===== src/rtl/semaforo_pkg.sv =====
// semaforo_pkg -- shared definitions for the multi-approach traffic light.
//   LUZ_*      : 3-bit one-hot light encodings driven on each approach slice
//   estado_t   : controller phase (VERDE, AMARELO, VERMELHO_TOTAL)
//   duracao_t  : 8-bit phase duration / phase counter type
package semaforo_pkg;

  localparam logic [2:0] LUZ_VERDE    = 3'b001;
  localparam logic [2:0] LUZ_AMARELO  = 3'b010;
  localparam logic [2:0] LUZ_VERMELHO = 3'b100;

  typedef enum logic [1:0] {
    VERDE,
    AMARELO,
    VERMELHO_TOTAL
  } estado_t;

  typedef logic [7:0] duracao_t;

  localparam duracao_t DURACAO_MAX = 8'd255;

endpackage


===== src/rtl/arbitro_rr.sv =====
// arbitro_rr -- combinational round-robin finder.
//   pend   : pending request per approach
//   via    : current owner; the search starts at via+1 and wraps
//   prox   : first pending approach found (0 when none)
//   valido : at least one pending approach other than via
module arbitro_rr #(
  parameter int unsigned N_VIAS = 2
) (
  input  logic [N_VIAS-1:0] pend,
  input  logic [2:0]        via,
  output logic [2:0]        prox,
  output logic              valido
);

  logic [7:0] pend_ext;
  logic [3:0] cand;

  // Offsets 1..N_VIAS-1 only: the owner itself is never a candidate.
  always_comb begin
    pend_ext = 8'(pend);
    prox     = '0;
    valido   = 1'b0;
    cand     = '0;
    for (int unsigned i = 1; i < N_VIAS; i++) begin
      cand = {1'b0, via} + 4'(i);
      if (cand >= 4'(N_VIAS)) cand = cand - 4'(N_VIAS);
      if (!valido && pend_ext[cand[2:0]]) begin
        prox   = cand[2:0];
        valido = 1'b1;
      end
    end
  end

endmodule


===== src/rtl/semaforo_multi.sv =====
// semaforo_multi -- traffic light controller for N_VIAS approaches sharing one
// green. Sequence per owner: VERDE -> AMARELO -> VERMELHO_TOTAL -> next owner.
//   clk  : clock, rising edge
//   rst  : synchronous active-high reset
//   bt   : request button per approach (level sampled)
//   luz  : light per approach, approach k on bits [3k+2:3k]
//   via  : approach owning green/yellow (kept during all-red)
//   pend : latched pending requests
// MODO=0 rotates on fixed time; MODO=1 leaves green only when another
// approach is pending, serving the next one round-robin.
module semaforo_multi
  import semaforo_pkg::*;
#(
  parameter int unsigned N_VIAS     = 2,
  parameter duracao_t    T_VERDE    = 8'd1,
  parameter duracao_t    T_AMARELO  = 8'd3,
  parameter duracao_t    T_VERMELHO = 8'd2,
  parameter int unsigned MODO       = 0
) (
  input  logic                  clk,
  input  logic                  rst,
  input  logic [N_VIAS-1:0]     bt,
  output logic [3*N_VIAS-1:0]   luz,
  output logic [2:0]            via,
  output logic [N_VIAS-1:0]     pend
);

  estado_t           estado, estado_n;
  duracao_t          cnt, cnt_n;
  logic [2:0]        via_n;
  logic [2:0]        prox, prox_n;
  logic [N_VIAS-1:0] pend_n;
  logic [2:0]        arb_prox;
  logic              arb_valido;
  logic [3:0]        via_inc;
  logic              troca;

  arbitro_rr #(.N_VIAS(N_VIAS)) u_arb (
    .pend   (pend),
    .via    (via),
    .prox   (arb_prox),
    .valido (arb_valido)
  );

  always_ff @(posedge clk) begin
    if (rst) begin
      estado <= VERDE;
      via    <= '0;
      cnt    <= 8'd1;
      pend   <= '0;
      prox   <= '0;
    end else begin
      estado <= estado_n;
      via    <= via_n;
      cnt    <= cnt_n;
      pend   <= pend_n;
      prox   <= prox_n;
    end
  end

  always_comb begin
    estado_n = estado;
    via_n    = via;
    prox_n   = prox;
    troca    = 1'b0;
    pend_n   = pend | bt;

    via_inc = {1'b0, via} + 4'd1;
    if (via_inc >= 4'(N_VIAS)) via_inc = '0;

    case (estado)
      VERDE: begin
        // The owner's own button is meaningless while it already has green.
        for (int unsigned k = 0; k < N_VIAS; k++) begin
          if (3'(k) == via) pend_n[k] = 1'b0;
        end
        if (MODO == 0) begin
          if (cnt == T_VERDE) begin
            estado_n = AMARELO;
            prox_n   = via_inc[2:0];
            troca    = 1'b1;
          end
        end else if (cnt >= T_VERDE && arb_valido) begin
          estado_n = AMARELO;
          prox_n   = arb_prox;
          troca    = 1'b1;
        end
      end
      AMARELO: begin
        if (cnt == T_AMARELO) begin
          estado_n = VERMELHO_TOTAL;
          troca    = 1'b1;
        end
      end
      VERMELHO_TOTAL: begin
        if (cnt == T_VERMELHO) begin
          estado_n = VERDE;
          via_n    = prox;
          troca    = 1'b1;
          // Entering green serves the request; a simultaneous press is dropped.
          for (int unsigned k = 0; k < N_VIAS; k++) begin
            if (3'(k) == prox) pend_n[k] = 1'b0;
          end
        end
      end
      default: begin
        estado_n = VERDE;
        troca    = 1'b1;
      end
    endcase

    // Actuated green parks the counter at T_VERDE while waiting for demand.
    if (troca) begin
      cnt_n = 8'd1;
    end else if (estado == VERDE && MODO != 0 && cnt >= T_VERDE) begin
      cnt_n = cnt;
    end else if (cnt != DURACAO_MAX) begin
      cnt_n = cnt + 8'd1;
    end else begin
      cnt_n = cnt;
    end
  end

  always_comb begin
    luz = '0;
    for (int unsigned k = 0; k < N_VIAS; k++) begin
      luz[3*k +: 3] = LUZ_VERMELHO;
      if (3'(k) == via) begin
        if (estado == VERDE)   luz[3*k +: 3] = LUZ_VERDE;
        if (estado == AMARELO) luz[3*k +: 3] = LUZ_AMARELO;
      end
    end
  end

endmodule


===== config.mk =====
export PLATFORM = sky130hd
export DESIGN_NAME = semaforo_multi
export DESIGN_NICKNAME = d
export VERILOG_FILES = /design/src/rtl/semaforo_pkg.sv /design/src/rtl/arbitro_rr.sv /design/src/rtl/semaforo_multi.sv
export SDC_FILE = /design/constraint.sdc
export NUM_CORES = 1
export LEC_CHECK = 0
export ABC_AREA = 1
export ABC_CLOCK_PERIOD_IN_PS = 2300
export BUFFER_PORTS_ARGS = -buffer_cell sky130_fd_sc_hd__buf_2
export CORE_MARGIN = 2
export CORE_UTILIZATION = 45
export DETAILED_ROUTE_END_ITERATION = 16
export PLACE_DENSITY = 0.65
export SYNTH_ARGS = -nofsm -noshare
export SYNTH_HDL_FRONTEND = slang
export SYNTH_SLANG_ARGS = --single-unit
export TNS_END_PERCENT = 20

===== constraint.sdc =====
create_clock -name clk -period 2.3 [get_ports clk]
set_clock_uncertainty 0.2 [all_clocks]
set_input_delay 0.345 -clock clk [delete_from_list [all_inputs] [get_ports clk]]
set_output_delay 0.345 -clock clk [all_outputs]
set_load 0.01 [all_outputs]

==> results.toml, run 1 <==
[critical_path]
path_class = "reg2out"
critPathArrivalTime_ns = 1.38
cp.required_ns = 1.75
path_max_fanout = 4
start_kind = "flip-flop"
endpoint_kind = "output pin"

[global_routing]
antenna_found_initial = 0
grt-ovfl-total = 0
grt_usage_pct = 16.8
grt_max_degree = 10
grt_pass1_vias = 810
grt_pass1_wl_mm = 3.32

[synthesis]
yosysWarnings = 0
syn_area_mm2 = 0.00103
synth_top_area_cell = "dfxtp_1"
syn-num-nets = 153
ys_ff_latch = 18
ys.flop_type = "dfxtp_1"
synthTopCellsByArea = "dfxtp_1 (35%), nor2_1 (9.1%), nand2_1 (8.8%)"
yosysSeqAreaShare_pct = 35.1
yosysUniqueCellTypes = 20
avgSynthCellArea_um2 = 7.17
postSynthCellCount = 143
synthArstFlopShare_pct = 0
yosysTopAreaCellShare_pct = 35.1
synth_edf_count = 0

[clock_tree]
post-cts-setup-buffer-count = 0
cts_num_sinks = 18
cts_made_buffers = 3
clkTransAtPathRegs_ns = 0.10
clockBufferDepth = 2
h-tree-depth = 1
cts_tree = "yes"
cts_resized = 0
cts_root_buf = "clkbuf_4"
clock_latency_ns = 0.28
holdBufCountCts = 0

[power_and_ir_drop]
pwr-share-comb_pct = 39.2
p_sw_w = 0.000360
power_switching_share_pct = 39.4
seq_power_share_pct = 44.4
ir_drop_v = 0.000522
p_leak_nw = 0.560
p_int_w = 0.000552
power_density_mw_per_mm2 = 791
p_clk_share_pct = 16.4

[floorplan]
num_rows = 17
die_width_um = 51.8
core_area_mm2 = 0.00219
die-area_mm2 = 0.00268
initial_core_util_pct = 46.8
fp.dieH_um = 51.8
io_pins = 15

[route]
drtPass1Iterations = 4
wl_per_cell_um = 10.4
via_per_inst = 4.79
wirelength_mm = 1.95
ant_nets = 0
vias = 901
drt_iter0_markers = 17
drcViolationCount = 0

[timing]
fin_ws_ns = 0.377
grt_setup_unrepaired = "no"
hold_viol = 0
setup_viol = 0
slew_violations = 0
tightest_slew_ns = 0.253
fmax_mhz = 520
tns_ns = 0
maxSlewHeadroom_pct = 83.0
min_period_ns = 1.92
period_share_pct = 83.6

[layout]
multi_input_area_um2 = 594
fin_cells = 188
area_growth_pct = 12.4
drive_above_1_share_pct = 20.0
final_cell_mix = "nor2_1 (25), nand2_1 (24), inv_1 (19)"
mostFrequentLayoutCell = "nor2_1"
layout.area.seq_um2 = 360
layout.nets = 172
final_core_util_pct = 52.7
diodes = 0
fillCellCount = 228

[placement]
placedCellCount = 185
gp_congestion = 0.778
place_ws_ns = 0.691
dpl.hpwl_mm = 1.55
io_buffers = 14

[status]
status = "finished, final reports clean"

[flow_run]
cap_violations = 0

[min_path]
hold_path_class = "in2reg"
## per-layer routing
metal  GRT usage (%)  vias to the layer above  wire (um)  share of wire (%)
met5               0                        -          0                  0
met4            7.89                        0         17               0.87
met3            3.45                        2         59                3.0
met2            28.8                       12        909                 47
met1            20.0                      398        968                 50
li1                -                      489          -                  -
## cell type report
type | count | share of cell area (%)
clock buffer | 3 | 1.95
inverter | 19 | 6.18
sequential | 18 | 31.2
multi-input combinational | 106 | 51.5
timing repair buffer | 14 | 6.07
tap | 28 | 3.04
## sequential cells by signal, indices dropped and copies added (netlist names)
name    flops
cnt         8
prox        3
via         3
estado      2
pend        2
## kinds of logic after synthesis
group | Yosys count | share of synthesized area (%)
simple gates | 76 | 37.6
compound gates | 21 | 10.5
buf+inv | 19 | 6.95
flops | 18 | 35.1
fa+ha+maj | 6 | 7.32
xor+xnor | 3 | 2.56
## cells in the mapped netlist (2+ instances only)
cell type,count
nand3_2,2
nand2_1,24
a21oi_1,8
xor2_1,3
ha_1,6
nand3_1,9
o21ai_1,3
inv_1,19
dfxtp_1,18
nand2_2,2
nor2_1,25
nor3_1,2
o21ai_0,9
nand2_4,2
nor2_4,3
nor2_2,4
## through the flow
step	area (um^2)	hold slack, ns	total power (W)
2_1_floorplan	1030	0.214	0.000681
3_5_place_dp	1130	0.305	0.000771
4_1_cts	1150	0.0992	0.000928
6_report	1150	0.123	0.000912
3_3_place_gp	1130	0.303	0.000765
5_1_grt	1150	0.113	0.00100
## worst paths after layout
path	from	end	slack, ns	cells after the start
worst min register to register	via[2]	via[2]	0.31	2
worst max-delay path	via[1]	luz[3]	0.38	5
worst min-delay path	rst	prox[2]	0.12	2
worst max register to register	cnt[0]	cnt[6]	0.74	7
## critical path: stages, from the launching register on
cell and delay [ns]:
dfxtp_1 0.35, inv_1 0.10, ha_1 0.20, nand2_1 0.09
nor2_1 0.19, buf_2 0.17
## power groups by stage
stage	Sequential [W]	Combinational, W	Clock (W)
2_1_floorplan	0.000405	0.000276	0
3_3_place_gp	0.000410	0.000355	0
3_5_place_dp	0.000411	0.000360	0
4_1_cts	0.000404	0.000362	0.000162
5_1_grt	0.000412	0.000416	0.000174
6_report	0.000405	0.000358	0.000150
(Power assumes the default switching activity.)
==> run 2, diff against run 1 <==
- ABC_CLOCK_PERIOD_IN_PS: 2300 -> 2000
- clock period: 2.3 -> 2 ns (I/O delays scaled with it)
==> results.toml, run 2 (same netlist as run 1, synthesis figures left out) <==
[route]
drcViolationCount = 0
vias = 922
wl_per_cell_um = 10.4
drtPass1Iterations = 4
via_per_inst = 4.88
drt_iter0_markers = 4
ant_nets = 0
wirelength_mm = 1.97

[critical_path]
rrSetupSlack_ns = 0.39
path_class = "reg2out"
cp_slowest_cell = "dfxtp_1"
slowest_delay_ns = 0.37
cp.required_ns = 1.50
critPathArrivalTime_ns = 1.32
path_max_fanout = 5
endpoint_kind = "output pin"
path_cells = "inv_1, ha_1, nand2_1, nor2_1, buf_2"
start_kind = "flip-flop"
r2r-end = "cnt[3]"
reg2reg_depth = 7
worstSetupStartpoint = "via[0]"
r2r-start = "cnt[1]"

[floorplan]
core_area_mm2 = 0.00219
die-area_mm2 = 0.00268
num_rows = 17
fp.dieH_um = 51.8
die_width_um = 51.8
initial_core_util_pct = 46.8
io_pins = 15

[placement]
post_dp_cell_area_mm2 = 0.00113
dpl.hpwl_mm = 1.58
place_ws_ns = 0.395
gp_congestion = 0.765
io_buffers = 14
placedCellCount = 185

[global_routing]
grt-ovfl-total = 0
antenna_found_initial = 0
grt_usage_pct = 16.6
grt_pass1_vias = 832
grt_pass1_wl_mm = 3.35
grt_max_degree = 11

[timing]
fin_ws_ns = 0.178
slew_violations = 0
hold_viol = 0
maxSlewHeadroom_pct = 83.8
setup_viol = 0
tightest_slew_ns = 0.241
min_period_ns = 1.82
tns_ns = 0
grt_setup_unrepaired = "no"
fmax_mhz = 549
period_share_pct = 91.1

[clock_tree]
clockBufferDepth = 2
post-cts-setup-buffer-count = 0
cts_root_buf = "clkbuf_4"
cts_resized = 0
h-tree-depth = 1
holdBufCountCts = 0
cts_num_sinks = 18
cts_made_buffers = 3
clock_latency_ns = 0.28
clkTransAtPathRegs_ns = 0.10
cts_tree = "yes"

[min_path]
hp-start = "rst"
whs_endpoint = "prox[2]"
holdPathStages = 2
hold_path_class = "in2reg"

[layout]
largest_register_ffs = 8
finalInstanceArea_mm2 = 0.00117
layout.nets = 172
drive_above_1_share_pct = 20.5
area_growth_pct = 13.8
fin_cells = 189
diodes = 0
final_core_util_pct = 53.3
top_register = "cnt"
final_cell_mix = "nor2_1 (25), nand2_1 (24), inv_1 (19)"
largestRegisters = "cnt (8), prox (3), via (3)"
mostFrequentLayoutCell = "nor2_1"

[power_and_ir_drop]
p_leak_nw = 0.567
ir_drop_v = 0.000672
power_density_mw_per_mm2 = 941

[flow_run]
cap_violations = 0

[status]
status = "finished, final reports clean"
[run 2: changes by cell type in the layout (fill, tap and decap cells not counted)]
cell and delta:
clkbuf_8 +1
[run 2: metal layers]
metal / vias up / share of wire (%) / GRT usage, %
li1: 494 / - / -
met1: 414 / 46 / 17.9
met2: 12 / 50 / 32.1
met3: 2 / 2.7 / 3.45
met4: 0 / 0.71 / 5.26
met5: - / 0 / 0
[run 2: report_power, final]
| group | switching, W | leakage [nW] | internal [W] |
|---|---|---|---|
| registers | 0.0000500 | 0.147 | 0.000414 |
| logic | 0.000261 | 0.399 | 0.000151 |
| clock network | 0.000111 | 0.0210 | 0.000111 |
[run 2: final cells by class]
cell class,count,area [um^2]
fillers,236,1020
multi-input cells,106,594
flip-flops and latches,18,360
inverters,19,71.3
repair buffers,14,70.1
clock buffers,4,36.3
well taps,28,35.0
[run 2: worst max-delay path by stage]
stage                        end  cells past startpoint  slack [ns]
after floorplan           cnt[3]                      7        0.57
after global placement    cnt[4]                      7        0.42
after detailed placement  cnt[4]                      7        0.39
after CTS                 luz[0]                      5        0.14
after global routing      luz[0]                      5        0.05
final                     luz[0]                      5        0.18
[run 2: per-stage QoR]
stage / hold WS, ns / power (W)
global placement: 0.292 / 0.000883
finish: 0.0599 / 0.00110
detailed placement: 0.292 / 0.000891
global route: 0.0455 / 0.00121
CTS: 0.0447 / 0.00112
floorplan: 0.169 / 0.000783
[run 2: critical path: cells and delay by family, from the launching register on]
family	cells	cell delay, ns
simple gates	2	0.25
fa+ha+maj	1	0.17
buf+inv	2	0.25
flops	1	0.37
